--- config.mk ---
export PLATFORM = sky130hd
export DESIGN_NAME = debouncer_bank
export DESIGN_NICKNAME = d
export VERILOG_FILES = /design/src/rtl/debouncer_bank.sv
export SDC_FILE = /design/constraint.sdc
export NUM_CORES = 1
export LEC_CHECK = 0
export ABC_CLOCK_PERIOD_IN_PS = 1750
export BUFFER_PORTS_ARGS = -buffer_cell sky130_fd_sc_hd__buf_4
export CAP_MARGIN = 20
export CORE_ASPECT_RATIO = 1.25
export CORE_MARGIN = 4
export CORE_UTILIZATION = 40
export DETAILED_ROUTE_END_ITERATION = 10
export SYNTH_ARGS = -nofsm -noshare
export SYNTH_HDL_FRONTEND = slang
export SYNTH_SLANG_ARGS = --single-unit
--- constraint.sdc ---
create_clock -name clk -period 1.75 [get_ports clk]
set_input_delay 0.2625 -clock clk [delete_from_list [all_inputs] [get_ports clk]]
set_output_delay 0.2625 -clock clk [all_outputs]
set_load 0.02 [all_outputs]
--- src/rtl/debouncer_bank.sv ---
`default_nettype none
// +--------------------------------------------------------------------------+
// | debouncer_bank: multi-channel debouncer for L-active inputs, falling edge |
// | Rev 1.0                                                                  |
// +--------------------------------------------------------------------------+
module debouncer_bank #(
   parameter int CHANNELS      = 8,
   parameter int STABLE_CYCLES = 4,
   parameter int CNT_W         = 3,
   parameter int SYNC_STAGES   = 2,
   parameter bit RELEASE_FAST  = 1'b0
) (
   input  logic                clk,
   input  logic                reset_n,
   input  logic                sample_en,
   input  logic [CHANNELS-1:0] in,
   output logic [CHANNELS-1:0] out,
   output logic [CHANNELS-1:0] assert_pulse,
   output logic [CHANNELS-1:0] release_pulse,
   output logic                any_event      // "event" is a reserved word
);

   localparam logic [CNT_W-1:0] c_cnt_last = CNT_W'(STABLE_CYCLES - 1);

   generate
      if ((STABLE_CYCLES < 1) || (STABLE_CYCLES > (1 << CNT_W) - 1)) begin : g_bad_stable
         $error("debouncer_bank: STABLE_CYCLES out of range for CNT_W");
      end
      if ((SYNC_STAGES < 2) || (SYNC_STAGES > 3)) begin : g_bad_sync
         $error("debouncer_bank: SYNC_STAGES must be 2 or 3");
      end
   endgenerate

   logic [SYNC_STAGES-1:0] r_sync [CHANNELS];
   logic [CNT_W-1:0]       r_cnt  [CHANNELS];

   logic [CNT_W-1:0]       w_cnt_nxt [CHANNELS];
   logic [CHANNELS-1:0]    w_s;
   logic [CHANNELS-1:0]    w_out_nxt;
   logic [CHANNELS-1:0]    w_ast;
   logic [CHANNELS-1:0]    w_rel;

   always_comb begin
      w_s       = '0;
      w_out_nxt = out;
      w_ast     = '0;
      w_rel     = '0;
      for (int i = 0; i < CHANNELS; i++) begin
         w_cnt_nxt[i] = r_cnt[i];
         w_s[i]       = r_sync[i][SYNC_STAGES-1];
         if (w_s[i] == out[i]) begin
            // any return to the current level restarts qualification
            w_cnt_nxt[i] = '0;
         end else if (RELEASE_FAST && !out[i]) begin
            w_out_nxt[i] = 1'b1;
            w_cnt_nxt[i] = '0;
            w_rel[i]     = 1'b1;
         end else if (sample_en) begin
            if (r_cnt[i] == c_cnt_last) begin
               w_out_nxt[i] = w_s[i];
               w_cnt_nxt[i] = '0;
               w_ast[i]     = ~w_s[i];
               w_rel[i]     = w_s[i];
            end else begin
               w_cnt_nxt[i] = r_cnt[i] + 1'b1;
            end
         end
      end
   end

   always_ff @(negedge clk or negedge reset_n) begin
      if (!reset_n) begin
         for (int i = 0; i < CHANNELS; i++) begin
            r_sync[i] <= '1;
            r_cnt[i]  <= '0;
         end
         out           <= '1;
         assert_pulse  <= '0;
         release_pulse <= '0;
         any_event     <= 1'b0;
      end else begin
         for (int i = 0; i < CHANNELS; i++) begin
            r_sync[i] <= {r_sync[i][SYNC_STAGES-2:0], in[i]};
            r_cnt[i]  <= w_cnt_nxt[i];
         end
         out           <= w_out_nxt;
         assert_pulse  <= w_ast;
         release_pulse <= w_rel;
         any_event     <= |{w_ast, w_rel};
      end
   end

endmodule
`default_nettype wire

==> results of run 1 <==
worst register-to-register path: cells and delay by family, from the launching register on:
kind,cells,cell delay (ns)
fa+ha+maj,1,0.25
flops,1,0.36
simple gates,4,0.48
buf+inv,1,0.15
through the flow:
step,setup slack (ns),total power [mW],TNS (ns)
after CTS,-0.442,4.90,-7.80
after floorplan,-0.163,2.73,-0.427
final,-0.433,4.84,-7.29
after global placement,-0.426,3.16,-7.64
after global routing,-0.485,5.20,-8.47
after detailed placement,-0.470,3.20,-8.22
final timing paths:
path / slack (ns) / cells past startpoint / endpoint
hold reg to reg: 0.35 / 0 / r_sync[11]$_DFF_NN1_
hold / removal: 0.35 / 0 / r_sync[11]$_DFF_NN1_
setup / recovery: -0.43 / 1 / out[6]
max in group asynchronous: 0.76 / 2 / out[3]$_DFFE_NN1P_
setup reg to reg: 0.34 / 6 / any_event$_DFF_NN0_
min in group asynchronous: 0.66 / 2 / r_cnt[5]$_DFFE_NN0P_
repair_timing:
item / CTS / global route
buffers inserted: 6 / 2
hold buffers: 0 / 0
endpoints found under the hold margin: 0 / 0
pin swaps: 6 / 3
cloned: 1 / 0
resized for setup: 37 / 4
setup endpoints to repair: 26 / 26
sequential cells by signal, indices dropped and copies added, names as in the netlist:
name	cells
any_event	1
assert_pulse	8
out	8
r_cnt	24
r_sync	16
release_pulse	8
layer usage:
layer	GRT usage	share of wire	vias to the layer above
li1	-	-	907
met5	0	0	-
met4	0.0962	0.040	0
met2	0.232	0.51	34
met1	0.180	0.41	882
met3	0.0420	0.036	16
cell families after synthesis:
kind of cell / Yosys count / synth area share
AOI/OAI and AO/OA: 11 / 0.0209
xor gates and xnor gates: 8 / 0.0265
adders and majority gates: 8 / 0.0379
buffers and inverters: 5 / 0.0118
DFF: 65 / 0.627
muxes: 11 / 0.0455
and+or+nand+nor: 92 / 0.230
cells in the final DEF (no fill, tap or decap), types with 3 or more instances in the layout:
cell / n
buf_4: 48
dfrtn_1: 41
buf_6: 26
inv_1: 24
dfstp_2: 24
nand2b_1: 21
nor2_1: 15
nand2_1: 14
a21oi_1: 11
nand3b_1: 10
clkbuf_8: 9
ha_1: 8
mux2_2: 7
xnor2_1: 6
nand3_1: 5
nor3b_2: 4
buf_12: 4
nor3b_1: 3
mux2i_1: 3
power by group:
part           switching (mW)  internal (mW)
logic                   0.552          0.659
clock network           0.684          0.956
registers               0.163           1.83
final cells by class:
class | instances | area [µm²] | area share
clock buffer | 11 | 153 | 0.0395
clock inverter | 29 | 166 | 0.0431
multi-input combinational | 130 | 1020 | 0.264
sequential | 65 | 1660 | 0.429
tap | 85 | 106 | 0.0275
timing repair buffer | 79 | 761 | 0.197
==> flow_metrics.env, run 1 <==
export IMPL_dp_cells=351
export IMPL_power_density_nw_per_um2=1250
export IMPL_outcome="finished with violations"
export IMPL_hold_path_class="reg -> reg"
export IMPL_clock_root_buffer="clkbuf_8"
export IMPL_coreArea_um2=6290
export IMPL_finalSetupViolCount=25
export IMPL_min_from="r_sync[10]$_DFF_NN1_"
export IMPL_crit_path_end_kind="primary output"
export IMPL_synth_warnings=0
export IMPL_vias=1839
export IMPL_fin_cells=399
export IMPL_layout_nets=328
export IMPL_area_growth_pct=46.3
export IMPL_num_antenna_cells=0
export IMPL_portBuffers=35
export IMPL_r2r_start="r_cnt[15]$_DFFE_NN0P_"
export IMPL_io_pins=36
export IMPL_synth_edf_count=0
export IMPL_synthFlopType="dfrtn_1"
export IMPL_synth_top_area_frac=0.389
export IMPL_dieArea_um2=7970
export IMPL_cap_violations=0
export IMPL_drt_first_pass_iters=4
export IMPL_async_reset_ff_frac=1.00
export IMPL_die_h_um=98.8
export IMPL_fillers=512
export IMPL_finalHoldViolations=0
export IMPL_yosysSeqAreaShare=0.627
export IMPL_grt_pass1_vias=1909
export IMPL_path_max_fanout=2
export IMPL_drv_slew=0
export IMPL_grt_ovfl_total=0
export IMPL_critPathKind="reg -> out"
export IMPL_start_util=0.420
export IMPL_cp_slowest_stage_delay_ns=0.55
export IMPL_setup_ws_ns=-0.433
export IMPL_hold_slack_ns=0.349
export IMPL_drive_above_1_share=0.455
export IMPL_wire_per_inst_um=12.6
export IMPL_grt_max_degree=36
export IMPL_track_usage=0.149
export IMPL_finalWirelength_um=5020
export IMPL_max_slew_worst_pin_slew_ns=0.537
export IMPL_clk_pin_slew_ns=0.04
export IMPL_path_cells="buf_6"
export IMPL_fin_skew_ns=0.0606
export IMPL_drt_initial_drc_count=58
export IMPL_cts_buffers=9
export IMPL_critPathTopFamily="flip-flops"
export IMPL_drc=0
export IMPL_die_x_um=80.7
export IMPL_utilization=0.614
export IMPL_clockBufferDepth=2
export IMPL_design_area_um2=3860
export IMPL_worstPathRequired_ns=1.49
export IMPL_synth_area_leaders="dfrtn_1 (39%), dfstp_2 (24%), nand2b_1 (5.0%)"
export IMPL_synth_distinct_cells=29
export IMPL_critPathLaunch="out[6]$_DFFE_NN1P_"
export IMPL_grt_pass1_wl_um=8760
export IMPL_yosys_register_bits=65
export IMPL_violations="setup timing"
export IMPL_yosys_area_top_type="dfrtn_1"
export IMPL_leakage_nw=1.92
export IMPL_routed_via_density=4.61
export IMPL_relSlewSlack=0.641
export IMPL_antenna_found_initial=0
export IMPL_tritoncts="built"
export IMPL_peakVddDrop_uv=703
export IMPL_crit_arrival_ns=1.92
export IMPL_critPathLaunchType="register"
export IMPL_syn_instance_count=200
export IMPL_antenna_left=0
export IMPL_dp_hpwl_um=3650
export IMPL_htreeDepth=3
export IMPL_yosys_top_cells_count="dfrtn_1 (41), dfstp_2 (24), nand2b_1 (21), nor2_1 (17), nand2_1 (14)"
export IMPL_routabilityCongestion=0.766
export IMPL_clock_sink_count=65
export IMPL_critPathBufInv=1
export IMPL_yosysMostFrequentCell="dfrtn_1"
export IMPL_dpl_instance_area_um2=3290
export IMPL_insertion_delay_ns=0.38
export IMPL_cp_slowest_cell="dfstp_2"
export IMPL_rows=32
export IMPL_grt_setup_unrepaired="yes"
export IMPL_syn_area_per_cell_um2=13.2
export IMPL_synthesis_area_um2=2640
export IMPL_synth_nets=219
No activity file was read; power rests on OpenSTA's default activity.
==> inputs of run 2 (changes only) <==
Settings changed: CORE_UTILIZATION 40 to 55, PLACE_DENSITY from default to 0.77.
==> flow_metrics.env, run 2 (synthesized netlist as in run 1, its figures left out) <==
export IMPL_clock_sink_count=65
export IMPL_worstPathRequired_ns=1.49
export IMPL_dp_worst_setup_slack_ns=-0.534
export IMPL_layout_common_cells="dfrtn_1 (41), buf_4 (35), buf_6 (27)"
export IMPL_start_util=0.583
export IMPL_antenna_found_initial=0
export IMPL_clock_root_buffer="clkbuf_8"
export IMPL_power_density_nw_per_um2=1270
export IMPL_hold_path_class="reg -> reg"
export IMPL_path_max_fanout=2
export IMPL_drt_initial_drc_count=68
export IMPL_track_usage=0.219
export IMPL_crit_arrival_ns=1.91
export IMPL_critPathLaunchType="register"
export IMPL_die_x_um=70.0
export IMPL_routed_via_density=5.17
export IMPL_regMostFlops="r_cnt"
export IMPL_grt_pass1_vias=2086
export IMPL_fin_skew_ns=0.0585
export IMPL_clk_pin_slew_ns=0.05
export IMPL_grt_ovfl_total=0
export IMPL_finalHoldViolations=0
export IMPL_num_antenna_cells=0
export IMPL_peakVddDrop_uv=1080
export IMPL_grt_pass1_wl_um=9840
export IMPL_grt_max_degree=31
export IMPL_setup_ws_ns=-0.425
export IMPL_holdBufCountCts=0
export IMPL_crit_path_end="out[7]"
export IMPL_layout_nets=317
export IMPL_min_path_cells=0
export IMPL_dp_hpwl_um=3630
export IMPL_path_cells="buf_6"
export IMPL_relSlewSlack=0.698
export IMPL_critPathTopFamily="flip-flops"
export IMPL_drv_slew=0
export IMPL_insertion_delay_ns=0.38
export IMPL_final_common_cell="dfrtn_1"
export IMPL_clockBufferDepth=2
export IMPL_rows=27
export IMPL_largest_register_ffs=24
export IMPL_tritoncts="built"
export IMPL_r2r_worst_path_cells=6
export IMPL_finalWirelength_um=5930
export IMPL_drc=0
export IMPL_violations="setup timing"
export IMPL_drive_above_1_share=0.419
export IMPL_wire_per_inst_um=16.4
export IMPL_cap_violations=0
export IMPL_dieArea_um2=5980
export IMPL_crit_path_end_kind="primary output"
export IMPL_vias=1865
export IMPL_cp_slowest_cell="dfstp_2"
export IMPL_routabilityCongestion=0.783
export IMPL_io_pins=36
export IMPL_grt_setup_unrepaired="yes"
export IMPL_critPathLaunch="out[7]$_DFFE_NN1P_"
export IMPL_r2r_end="any_event$_DFF_NN0_"
export IMPL_drt_first_pass_iters=4
export IMPL_p_total_mw=4.73
export IMPL_leakage_nw=1.82
export IMPL_cts_buffers=9
export IMPL_outcome="finished with violations"
export IMPL_finalSetupViolCount=26
export IMPL_r2r_slack_ns=0.21
export IMPL_coreArea_um2=4530
export IMPL_antenna_left=0
export IMPL_htreeDepth=3
export IMPL_cp_slowest_stage_delay_ns=0.54
export IMPL_r2r_start="r_cnt[15]$_DFFE_NN0P_"
export IMPL_portBuffers=35
export IMPL_area_growth_pct=40.7
export IMPL_critPathKind="reg -> out"
export IMPL_reg_largest_list="r_cnt x24, r_sync x16"
export IMPL_max_slew_worst_pin_slew_ns=0.446
export IMPL_cp_depth=1
export IMPL_critPathBufInv=1
export IMPL_die_h_um=85.5
==> run 2: timing repair <==
item | CTS | global route
gates cloned | 1 | 0
setup buffers | 5 | 0
resized for setup | 37 | 7
pin swaps | 8 | 2
endpoints found under the setup margin | 26 | 26
==> run 2: area by class of cell <==
class / count / area (µm²)
well taps: 58 / 72.6
clock inverters: 27 / 128
fillers: 240 / 812
clock buffers: 13 / 149
flip-flops and latches: 65 / 1660
repair buffers: 68 / 694
multi-input cells: 130 / 1010
==> run 2: stage by stage <==
| stage | cells | TNS [ns] | utilization | cell area, µm² | hold WS (ns) |
|---|---|---|---|---|---|
| 3_3_place_gp | 316 | -6.08 | 0.705 | 3190 | 0.346 |
| 2_1_floorplan | 200 | -0.427 | - | 2650 | 0.345 |
| 3_5_place_dp | 316 | -6.94 | 0.705 | 3190 | 0.347 |
| 6_report | 361 | -7.53 | 0.821 | 3710 | 0.345 |
| 5_1_grt | 361 | -8.49 | 0.821 | 3710 | 0.341 |
| 4_1_cts | 361 | -7.73 | 0.813 | 3680 | 0.349 |
==> run 2: worst min path at each step <==
stage,end,slack [ns],from
floorplan,r_sync[11]$_DFF_NN1_,0.35,r_sync[10]$_DFF_NN1_
global placement,r_sync[15]$_DFF_NN1_,0.35,r_sync[14]$_DFF_NN1_
detailed placement,r_sync[11]$_DFF_NN1_,0.35,r_sync[10]$_DFF_NN1_
CTS,r_sync[11]$_DFF_NN1_,0.35,r_sync[10]$_DFF_NN1_
global route,r_sync[5]$_DFF_NN1_,0.34,r_sync[4]$_DFF_NN1_
finish,r_sync[11]$_DFF_NN1_,0.34,r_sync[10]$_DFF_NN1_
==> run 2: power by group <==
group          internal (mW)  switching [mW]  total, mW
combinational          0.666           0.616       1.28
clock                  0.763           0.680       1.44
sequential              1.83           0.175       2.00
total                   3.26            1.47       4.73
==> run 2: per-layer routing <==
layer  track usage  part of all wire
met2         0.399              0.56
met3        0.0592             0.046
met4         0.122             0.031
met5             0                 0
met1         0.224              0.36
